## config.mk

```make
export PLATFORM = sky130hd
export DESIGN_NAME = ps2_keystroke_decoder
export DESIGN_NICKNAME = d
export VERILOG_FILES = /design/src/rtl/ps2_keystroke_decoder.sv
export SDC_FILE = /design/constraint.sdc
export NUM_CORES = 1
export LEC_CHECK = 0
export ABC_AREA = 1
export BUFFER_PORTS_ARGS = -buffer_cell sky130_fd_sc_hd__buf_4
export CAP_MARGIN = 20
export CORE_UTILIZATION = 51
export DETAILED_ROUTE_END_ITERATION = 16
export GPL_TIMING_DRIVEN = 0
export HOLD_SLACK_MARGIN = 0.02
export PLACE_DENSITY = 0.74
export SLEW_MARGIN = 20
export SYNTH_ARGS = -nofsm -noshare
export SYNTH_HDL_FRONTEND = slang
export SYNTH_SLANG_ARGS = --single-unit
```

## constraint.sdc

```tcl
create_clock -name CLOCK_50 -period 2.08 [get_ports CLOCK_50]
set_input_delay 0.208 -clock CLOCK_50 [delete_from_list [all_inputs] [get_ports CLOCK_50]]
set_output_delay 0.208 -clock CLOCK_50 [all_outputs]
set_load 0.01 [all_outputs]
```

## src/rtl/ps2_keystroke_decoder.sv

```systemverilog
// rtl/ps2_keystroke_decoder.sv - PS/2 frame receiver with E0/F0 tracking and game-key mapping
`timescale 1ns/1ps
module ps2_keystroke_decoder #(
  parameter int TIMEOUT_CYCLES = 50000
) (
  input  logic       CLOCK_50,
  input  logic       reset,
  input  logic       PS2_CLK,
  input  logic       PS2_DATA,
  output logic [4:0] KEYSTROKE,
  output logic [7:0] SCAN_CODE,
  output logic       SCAN_VALID,
  output logic       FRAME_ERR
);

  localparam int TW = $clog2(TIMEOUT_CYCLES + 1);
  localparam logic [4:0] NO_KEY = 5'h1F;

  logic [1:0]    clk_sync_q, dat_sync_q;
  logic          clk_prev_q;
  logic [3:0]    bit_cnt_q, bit_cnt_d;
  logic [9:0]    shift_q, shift_d;
  logic [TW-1:0] to_cnt_q, to_cnt_d;
  logic          ext_q, ext_d, brk_q, brk_d;
  logic [4:0]    key_q, key_d;
  logic [7:0]    scan_code_q, scan_code_d;
  logic          scan_valid_q, scan_valid_d;
  logic          frame_err_q, frame_err_d;

  logic          falling;
  logic [10:0]   frame;
  logic          frame_ok;
  logic [4:0]    code;

  // Returns NO_KEY for bytes that are unmapped under the current ext flag.
  function automatic logic [4:0] map_key(input logic ext, input logic [7:0] b);
    map_key = NO_KEY;
    if (!ext) begin
      case (b)
        8'h1D: map_key = 5'd0;
        8'h1B: map_key = 5'd1;
        8'h1C: map_key = 5'd2;
        8'h23: map_key = 5'd3;
        8'h29: map_key = 5'd8;
        8'h5A: map_key = 5'd9;
        8'h76: map_key = 5'd10;
        default: map_key = NO_KEY;
      endcase
    end else begin
      case (b)
        8'h75: map_key = 5'd4;
        8'h72: map_key = 5'd5;
        8'h6B: map_key = 5'd6;
        8'h74: map_key = 5'd7;
        default: map_key = NO_KEY;
      endcase
    end
  endfunction

  assign falling  = clk_prev_q & ~clk_sync_q[1];
  assign frame    = {dat_sync_q[1], shift_q};
  assign frame_ok = ~frame[0] & frame[10] & (^frame[9:1]);
  assign code     = map_key(ext_q, frame[8:1]);

  always_comb begin
    bit_cnt_d    = bit_cnt_q;
    shift_d      = shift_q;
    to_cnt_d     = to_cnt_q;
    ext_d        = ext_q;
    brk_d        = brk_q;
    key_d        = key_q;
    scan_code_d  = scan_code_q;
    scan_valid_d = 1'b0;
    frame_err_d  = 1'b0;
    if (falling) begin
      to_cnt_d = '0;
      shift_d  = {dat_sync_q[1], shift_q[9:1]};
      if (bit_cnt_q == 4'd10) begin
        bit_cnt_d = 4'd0;
        if (frame_ok) begin
          scan_code_d  = frame[8:1];
          scan_valid_d = 1'b1;
          if (frame[8:1] == 8'hE0) begin
            ext_d = 1'b1;
          end else if (frame[8:1] == 8'hF0) begin
            brk_d = 1'b1;
          end else begin
            ext_d = 1'b0;
            brk_d = 1'b0;
            if (code != NO_KEY) begin
              if (!brk_q) begin
                key_d = code;
              end else if (key_q == code) begin
                key_d = NO_KEY;
              end
            end
          end
        end else begin
          frame_err_d = 1'b1;
        end
      end else begin
        bit_cnt_d = bit_cnt_q + 4'd1;
      end
    end else if (bit_cnt_q != 4'd0) begin
      // A stalled partial frame is dropped silently so the next start bit realigns.
      if (to_cnt_q == TW'(TIMEOUT_CYCLES - 1)) begin
        bit_cnt_d = 4'd0;
        to_cnt_d  = '0;
      end else begin
        to_cnt_d = to_cnt_q + 1'b1;
      end
    end
  end

  always_ff @(posedge CLOCK_50) begin
    if (reset) begin
      clk_sync_q   <= 2'b11;
      dat_sync_q   <= 2'b11;
      clk_prev_q   <= 1'b1;
      bit_cnt_q    <= 4'd0;
      shift_q      <= '0;
      to_cnt_q     <= '0;
      ext_q        <= 1'b0;
      brk_q        <= 1'b0;
      key_q        <= NO_KEY;
      scan_code_q  <= 8'h00;
      scan_valid_q <= 1'b0;
      frame_err_q  <= 1'b0;
    end else begin
      clk_sync_q   <= {clk_sync_q[0], PS2_CLK};
      dat_sync_q   <= {dat_sync_q[0], PS2_DATA};
      clk_prev_q   <= clk_sync_q[1];
      bit_cnt_q    <= bit_cnt_d;
      shift_q      <= shift_d;
      to_cnt_q     <= to_cnt_d;
      ext_q        <= ext_d;
      brk_q        <= brk_d;
      key_q        <= key_d;
      scan_code_q  <= scan_code_d;
      scan_valid_q <= scan_valid_d;
      frame_err_q  <= frame_err_d;
    end
  end

  assign KEYSTROKE  = key_q;
  assign SCAN_CODE  = scan_code_q;
  assign SCAN_VALID = scan_valid_q;
  assign FRAME_ERR  = frame_err_q;

endmodule

```

==> impl_summary.log, run 1 <==
[metrics] status: finished with violations
[metrics] violations in the final reports: setup timing
[metrics] Post-DP HPWL: 4063 um
[metrics] fraction of final layout cells sized beyond drive strength 1: 31.63%
[metrics] clock slew at the register clock pins of the worst setup and hold paths: 0.10 ns
[metrics] worst min path class: in2reg
[metrics] Post-Synthesis Net Count: 397
[metrics] number of storage elements in the synthesis netlist: 52
[metrics] number of rows in the core area: 26
[metrics] layout net count: 432
[metrics] vertical die dimension: between 70 and 80 um
[metrics] number of buffers inserted by port buffering: 18
[metrics] fin worst setup slack: -0.03382 ns
[metrics] fin. max-slew vios: 0
[metrics] via count: 2482
[metrics] RD Place Congestion: 0.8384
[metrics] WHS: 0.08055 ns
[metrics] Cell Int Power: 1.446 mW
[metrics] area of all placed cells without fillers: 0.003461 mm^2
[metrics] CTS tree: built
[metrics] Max Clock Freq: between 400 and 500 MHz
[metrics] antenna-violating nets left: 0
[metrics] crit path launch type: flop
[metrics] setup repair after global routing missed its margin: true
[metrics] minimum period implied by the final worst setup slack: roughly 2.1 ns
[metrics] number of global-route vias before repair: 2189
[metrics] slew of the pin with the lowest slew margin: about 0.55 ns
[metrics] Remaining Overflow, GRT: 0
[metrics] CTS max path bufs: 2
[metrics] Antenna Diode Count: 0
[metrics] core area: 0.005205 mm^2
[metrics] MaxCap Viol Count: 0
[metrics] category of the critical setup timing path: reg2reg
[metrics] worst endpoint required time: 2.26 ns
[metrics] Leak: 1.493 nW
[metrics] Inserted Clock Buffers: 5
[metrics] largest net degree at the start of global routing: 17
[metrics] initial cell density of the core: 53.85%
[metrics] die area: 0.005796 mm^2
[metrics] number of flops mapped to enable cells by yosys: 0
[metrics] source-to-sink clock delay at the later pin of the worst-skew pair: ~0.31 ns
[metrics] endpoint class of the critical path: flop
[metrics] most used flip-flop cell after synthesis: dfxtp_1
[metrics] net switching component of the power: 471.4 uW
[metrics] Via-to-Cell Ratio: 5.160
[metrics] syn_area_per_cell: 7.474 um^2
[metrics] clk_skew: 0.006958 ns
[metrics] Ys Warns: 0
[metrics] most common cell after layout, fill and taps aside: nand2_1
[metrics] combined global-route utilization of all metal layers: 19.77%
[metrics] worst-case headroom to the max-slew limit: 63.65%
[metrics] sequential share of the synthesized area: 37.14%
[metrics] maximum fanout along the worst path: 6
[metrics] commonest cells after routing, fill and taps aside: 58 x nand2_1, 44 x dfxtp_1, 39 x inv_1, 28 x a21oi_1, 28 x buf_4
[metrics] Logic pwr share: roughly 10%
[metrics] clock power share: 36.1%
[metrics] horizontal extent of the die: 76.13 um
[metrics] Total Wirelength: 5935 um
[metrics] Worst VDD drop: 0.4160 mV
[metrics] final setup fails: 4
[metrics] area growth from synthesis to layout: 23.48%
[metrics] CTS Sinks: 52
[metrics] CTS Root Cell: clkbuf_8
[metrics] share of synthesized flip-flops with an asynchronous set or reset: 0%
[metrics] Sequential Power Share: 53.6%
[metrics] Netlist cell types: 41
[metrics] maximum level of the CTS H-tree: 2
[metrics] synthesized instance count: 375
[metrics] Iter 0 DRT Violations: slightly below 100
[metrics] Period Utilization, post-route: 101.6%
[metrics] net switching fraction of the power: 24.58%
[metrics] wire length of the first global-routing pass: 9473 um
[metrics] Mapped Area: 0.002803 mm^2
[metrics] I/O pins: 19
[metrics] number of hold violations in the final report: 0
[metrics] arrival time at the worst endpoint: between 2 and 2.5 ns
[metrics] DRC Markers: 0
[metrics] first-pass iteration count of the detailed router: 4
[metrics] number of antenna violations at the first check in global routing: 0
[metrics] Pwr Density: 554.1 mW/mm^2
[metrics] placed standard-cell area: a little over 0.003 mm^2
[metrics] DR WL/cell: 12.34 um
[metrics] post-layout util: between 60 and 70%
==> registers in the layout, summed over array words and instances, names as in the netlist <==
name / count
clk_prev_q: 1
KEYSTROKE: 5
brk_q: 1
dat_sync_q: 2
SCAN_CODE: 8
bit_cnt_q: 4
to_cnt_q: 16
SCAN_VALID: 1
ext_q: 1
clk_sync_q: 2
shift_q: 10
FRAME_ERR: 1
==> cells by family after synthesis <==
| family | count (synthesis) | share of synthesized area [%] |
|---|---|---|
| DFF | 52 | 37.14 |
| xor gates and xnor gates | 7 | 2.188 |
| buffers and inverters | 59 | 8.303 |
| adders and majority gates | 18 | 8.036 |
| and+or+nand+nor | 173 | 31.56 |
| AOI/OAI and AO/OA | 66 | 12.77 |
==> metrics by stage <==
step / power (mW) / worst slack, ns / TNS [ns] / cells
floorplan: 1.160 / 0.1667 / 0 / 375
CTS: 1.894 / 0.002137 / 0 / 473
detailed placement: 1.197 / -0.1500 / -0.9343 / 463
global route: 2.002 / -0.1671 / -0.7238 / 481
global placement: 1.192 / -0.1113 / -0.5363 / 463
finish: 1.918 / -0.03382 / -0.1258 / 481
==> layer usage <==
metal	global-route usage [%]	share of wire (%)
met1	25.97	48
met2	32.55	48
met3	4.072	2.4
met4	6.154	1.3
met5	0	0
==> power groups by stage <==
stage | combinational (mW) | clock, mW | sequential, mW
6_report | 0.198 | 0.692 | 1.03
5_1_grt | 0.217 | 0.754 | 1.03
4_1_cts | 0.163 | 0.703 | 1.03
3_5_place_dp | 0.146 | 0 | 1.05
3_3_place_gp | 0.142 | 0 | 1.05
2_1_floorplan | 0.113 | 0 | 1.05
==> critical path: stages, from the launching register on <==
cell        delay (ns)
dfxtp_4           0.40
clkinvlp_4        0.15
ha_4              0.21
nand2_2           0.06
inv_1             0.05
nand2_2           0.06
nand2_2           0.07
nor2_4            0.14
nand2_4           0.08
nand2_4           0.09
nand3_2           0.06
nand2_1           0.06
nand2_1           0.05
nor2_1            0.10
nand2_1           0.10
nand2_4           0.11
nand2_4           0.08
nand2_2           0.06
nand3_2           0.05
==> final timing paths <==
check,cells after the start,slack (ns),startpoint,to
worst max-delay path,18,-0.03,shift_q[1]$_SDFFE_PP0P_,KEYSTROKE[0]$_SDFFE_PP1P_
worst min-delay path,2,0.08,PS2_CLK,clk_sync_q[0]$_SDFF_PP1_
worst max register to register,18,-0.03,shift_q[1]$_SDFFE_PP0P_,KEYSTROKE[0]$_SDFFE_PP1P_
worst min register to register,1,0.41,clk_sync_q[0]$_SDFF_PP1_,clk_sync_q[1]$_SDFF_PP1_
==> synth_stat cells, types with 2 or more instances <==
cell,number,area share (%)
a21oi_1,29,5.2
a21oi_2,2,0.63
a31oi_1,3,0.67
buf_4,2,0.54
clkbuf_1,5,0.67
dfxtp_1,52,37
ha_1,18,8.0
inv_1,45,6.0
inv_2,5,0.67
nand2_1,71,9.5
nand2_2,7,1.6
nand2_4,2,0.80
nand3_1,25,4.5
nand3b_1,4,1.1
nand4_1,5,1.1
nand4_2,2,0.89
nor2_1,33,4.4
nor2_2,4,0.89
nor3_1,4,0.71
nor4_1,2,0.45
o21ai_0,26,4.6
or2_2,5,1.1
xnor2_1,3,0.94
xor2_1,4,1.2
==> area by class of cell <==
| type | count | area, um^2 |
|---|---|---|
| fill | 427 | 1744 |
| buffer | 8 | 46.29 |
| inverter | 51 | 197.7 |
| sequential | 52 | 1064 |
| multi-input combinational | 264 | 1727 |
| timing repair buffer | 28 | 227.7 |
| clock inverter | 3 | 42.54 |
| tap | 70 | 87.58 |
| clock buffer | 5 | 68.82 |
==> timing repair <==
action                                  4_1_cts  5_1_grt
pin swaps                                     2       17
setup buffers                                 2        7
resized for setup                            10       60
endpoints found under the setup margin       14       17
gates cloned                                  0        1
hold buffers                                  0        0
Power figures use the tool's default switching activity.
==> inputs of run 2 (changes only) <==
--- a/config.mk
+++ b/config.mk
@@ -12,7 +12,7 @@
 export DETAILED_ROUTE_END_ITERATION = 16
 export GPL_TIMING_DRIVEN = 0
 export HOLD_SLACK_MARGIN = 0.02
-export PLACE_DENSITY = 0.74
+export PLACE_DENSITY_LB_ADDON = 0.1
 export SLEW_MARGIN = 20
 export SYNTH_ARGS = -nofsm -noshare
 export SYNTH_HDL_FRONTEND = slang
==> impl_summary.log, run 2 (synthesized netlist as in run 1, its figures left out) <==
[metrics] clock power share: a little under a third
[metrics] via count: 2452
[metrics] fraction of final layout cells sized beyond drive strength 1: 29.46%
[metrics] category of the critical setup timing path: reg2reg
[metrics] total power draw: 1.809 mW
[metrics] crit path launch type: flop
[metrics] Critical path buffers and inverters: 2
[metrics] clk_skew: 0.007179 ns
[metrics] Crit path largest cell delay: 0.40 ns
[metrics] status: complete, no violations
[metrics] most common cell after layout, fill and taps aside: nand2_1
[metrics] DRC Markers: 0
[metrics] combined global-route utilization of all metal layers: between 15 and 20%
[metrics] count of hold buffers inserted by post-cts repair: 0
[metrics] Period Utilization, post-route: between 90% and 100%
[metrics] largest reg by FF count: to_cnt_q
[metrics] worst min path class: in2reg
[metrics] endpoint class of the critical path: flop
[metrics] fin. max-slew vios: 0
[metrics] Sequential Power Share: 57.0%
[metrics] first-pass iteration count of the detailed router: 4
[metrics] initial cell density of the core: 53.85%
[metrics] CTS tree: built
[metrics] number of buffers inserted by port buffering: 18
[metrics] number of global-route vias before repair: approximately 2300
[metrics] Total Wirelength: 5711 um
[metrics] cell type with the highest occurrence count on the critical path: nand2_1
[metrics] number of hold violations in the final report: 0
[metrics] setup repair after global routing missed its margin: true
[metrics] Via-to-Cell Ratio: 5.173
[metrics] arrival time at the worst endpoint: approximately 2.3 ns
[metrics] net switching component of the power: 444.6 uW
[metrics] post-layout util: 66.35%
[metrics] net switching fraction of the power: 24.57%
[metrics] Largest register FFs: 16
[metrics] CP delay by family, top: simple AND/OR/NAND/NOR gates
[metrics] vertical die dimension: 76.13 um
[metrics] MaxCap Viol Count: 0
[metrics] core area: 0.005205 mm^2
[metrics] final setup fails: 0
[metrics] die area: 0.005796 mm^2
[metrics] number of antenna violations at the first check in global routing: 0
[metrics] clock slew at the register clock pins of the worst setup and hold paths: 0.09 ns
[metrics] Pwr Density: 523.9 mW/mm^2
[metrics] Antenna Diode Count: 0
[metrics] crit path cell chain: inv_2 > ha_4 > xnor2_4 > nand2_1 > nand2_1 > nand2_1 > nand2_2 > nand4_4 > nor3b_4 > buf_6 > nand3_1 > nand3_2
[metrics] Worst VDD drop: 0.4951 mV
[metrics] crit path max-delay cell type: dfxtp_4
[metrics] DR WL/cell: 12.05 um
[metrics] horizontal extent of the die: 76.13 um
[metrics] Post-DP HPWL: roughly 4100 um
[metrics] RD Place Congestion: 0.8265
[metrics] CTS max path bufs: 2
[metrics] CTS Sinks: 52
[metrics] area growth from synthesis to layout: 23.21%
[metrics] I/O pins: 19
[metrics] Logic pwr share: 11.2%
[metrics] number of rows in the core area: 26
[metrics] minimum period implied by the final worst setup slack: 2.010 ns
[metrics] Cell Int Power: 1.365 mW
[metrics] CTS Root Cell: clkbuf_8
[metrics] Remaining Overflow, GRT: 0
[metrics] commonest cells after routing, fill and taps aside: 60 x nand2_1, 43 x dfxtp_1, 35 x inv_1, 28 x a21oi_1, 28 x nor2_1
[metrics] Leak: 1.476 nW
[metrics] worst-case headroom to the max-slew limit: 66.15%
[metrics] wire length of the first global-routing pass: 9315 um
[metrics] source-to-sink clock delay at the later pin of the worst-skew pair: about 0.3 ns
[metrics] maximum level of the CTS H-tree: 2
[metrics] maximum fanout along the worst path: 5
[metrics] slew of the pin with the lowest slew margin: just over 0.5 ns
[metrics] Max Clock Freq: 497.5 MHz
[metrics] Inserted Clock Buffers: 5
[metrics] antenna-violating nets left: 0
[metrics] largest net degree at the start of global routing: 15
[metrics] layout net count: between 400 and 500
[metrics] worst endpoint required time: 2.33 ns
[metrics] Iter 0 DRT Violations: 82
## run 2: path summary, 6_finish.rpt
path                                                from                        end  slack, ns  cells past startpoint
worst max register to register   shift_q[5]$_SDFFE_PP0P_  KEYSTROKE[2]$_SDFFE_PP1P_       0.07                     12
worst min register to register  clk_sync_q[0]$_SDFF_PP1_   clk_sync_q[1]$_SDFF_PP1_       0.41                      1
worst max-delay path             shift_q[5]$_SDFFE_PP0P_  KEYSTROKE[2]$_SDFFE_PP1P_       0.07                     12
worst min-delay path                            PS2_DATA   dat_sync_q[0]$_SDFF_PP1_       0.09                      2
## run 2: cell type report
type | count | area [um^2]
plain buffers | 8 | 42.54
clock buffers | 8 | 90.09
fillers | 455 | 1752
inverters | 51 | 209.0
multi-input cells | 264 | 1790
flip-flops and latches | 52 | 1072
well taps | 70 | 87.58
repair buffers | 21 | 161.4
## run 2: power by group through the flow
| stage | clock, mW | combinational (mW) | sequential, mW |
|---|---|---|---|
| 2_1_floorplan | 0 | 0.113 | 1.05 |
| 3_3_place_gp | 0 | 0.143 | 1.05 |
| 3_5_place_dp | 0 | 0.146 | 1.05 |
| 4_1_cts | 0.595 | 0.162 | 1.03 |
| 5_1_grt | 0.648 | 0.222 | 1.03 |
| 6_report | 0.576 | 0.202 | 1.03 |
## run 2: repair_timing
item                                    4_1_cts  5_1_grt
gates resized for setup                      11       75
hold endpoints to repair                      0        0
endpoints found under the setup margin       14       17
pin swaps                                     2       16
setup buffers                                 0        3
## run 2: worst register-to-register path, stage by stage, from the launching register on
cell and delay (ns):
dfxtp_4 0.40, inv_2 0.06, ha_4 0.26, xnor2_4 0.18, nand2_1 0.09, nand2_1 0.07, nand2_1 0.06, nand2_2 0.09
nand4_4 0.10, nor3b_4 0.33, buf_6 0.16, nand3_1 0.09, nand3_2 0.07
## run 2: layer usage
layer	vias up	global-route usage (%)	share of wire, %
met5	-	0	0
met4	0	5.577	1.7
met3	11	3.593	2.9
met2	40	36.73	52
met1	1126	22.33	44
li1	1275	-	-
## run 2: metrics by stage
step | TNS (ns) | area [um^2] | hold slack, ns | instances | setup WS [ns]
2_1_floorplan | 0 | 2803 | 0.3118 | 375 | 0.1667
3_3_place_gp | -0.6808 | 3025 | 0.3903 | 463 | -0.1342
3_5_place_dp | -1.228 | 3025 | 0.3949 | 463 | -0.1595
4_1_cts | 0 | 3158 | 0.08394 | 471 | 0.002943
5_1_grt | -0.4347 | 3453 | 0.07413 | 474 | -0.1077
6_report | 0 | 3453 | 0.09493 | 474 | 0.07004
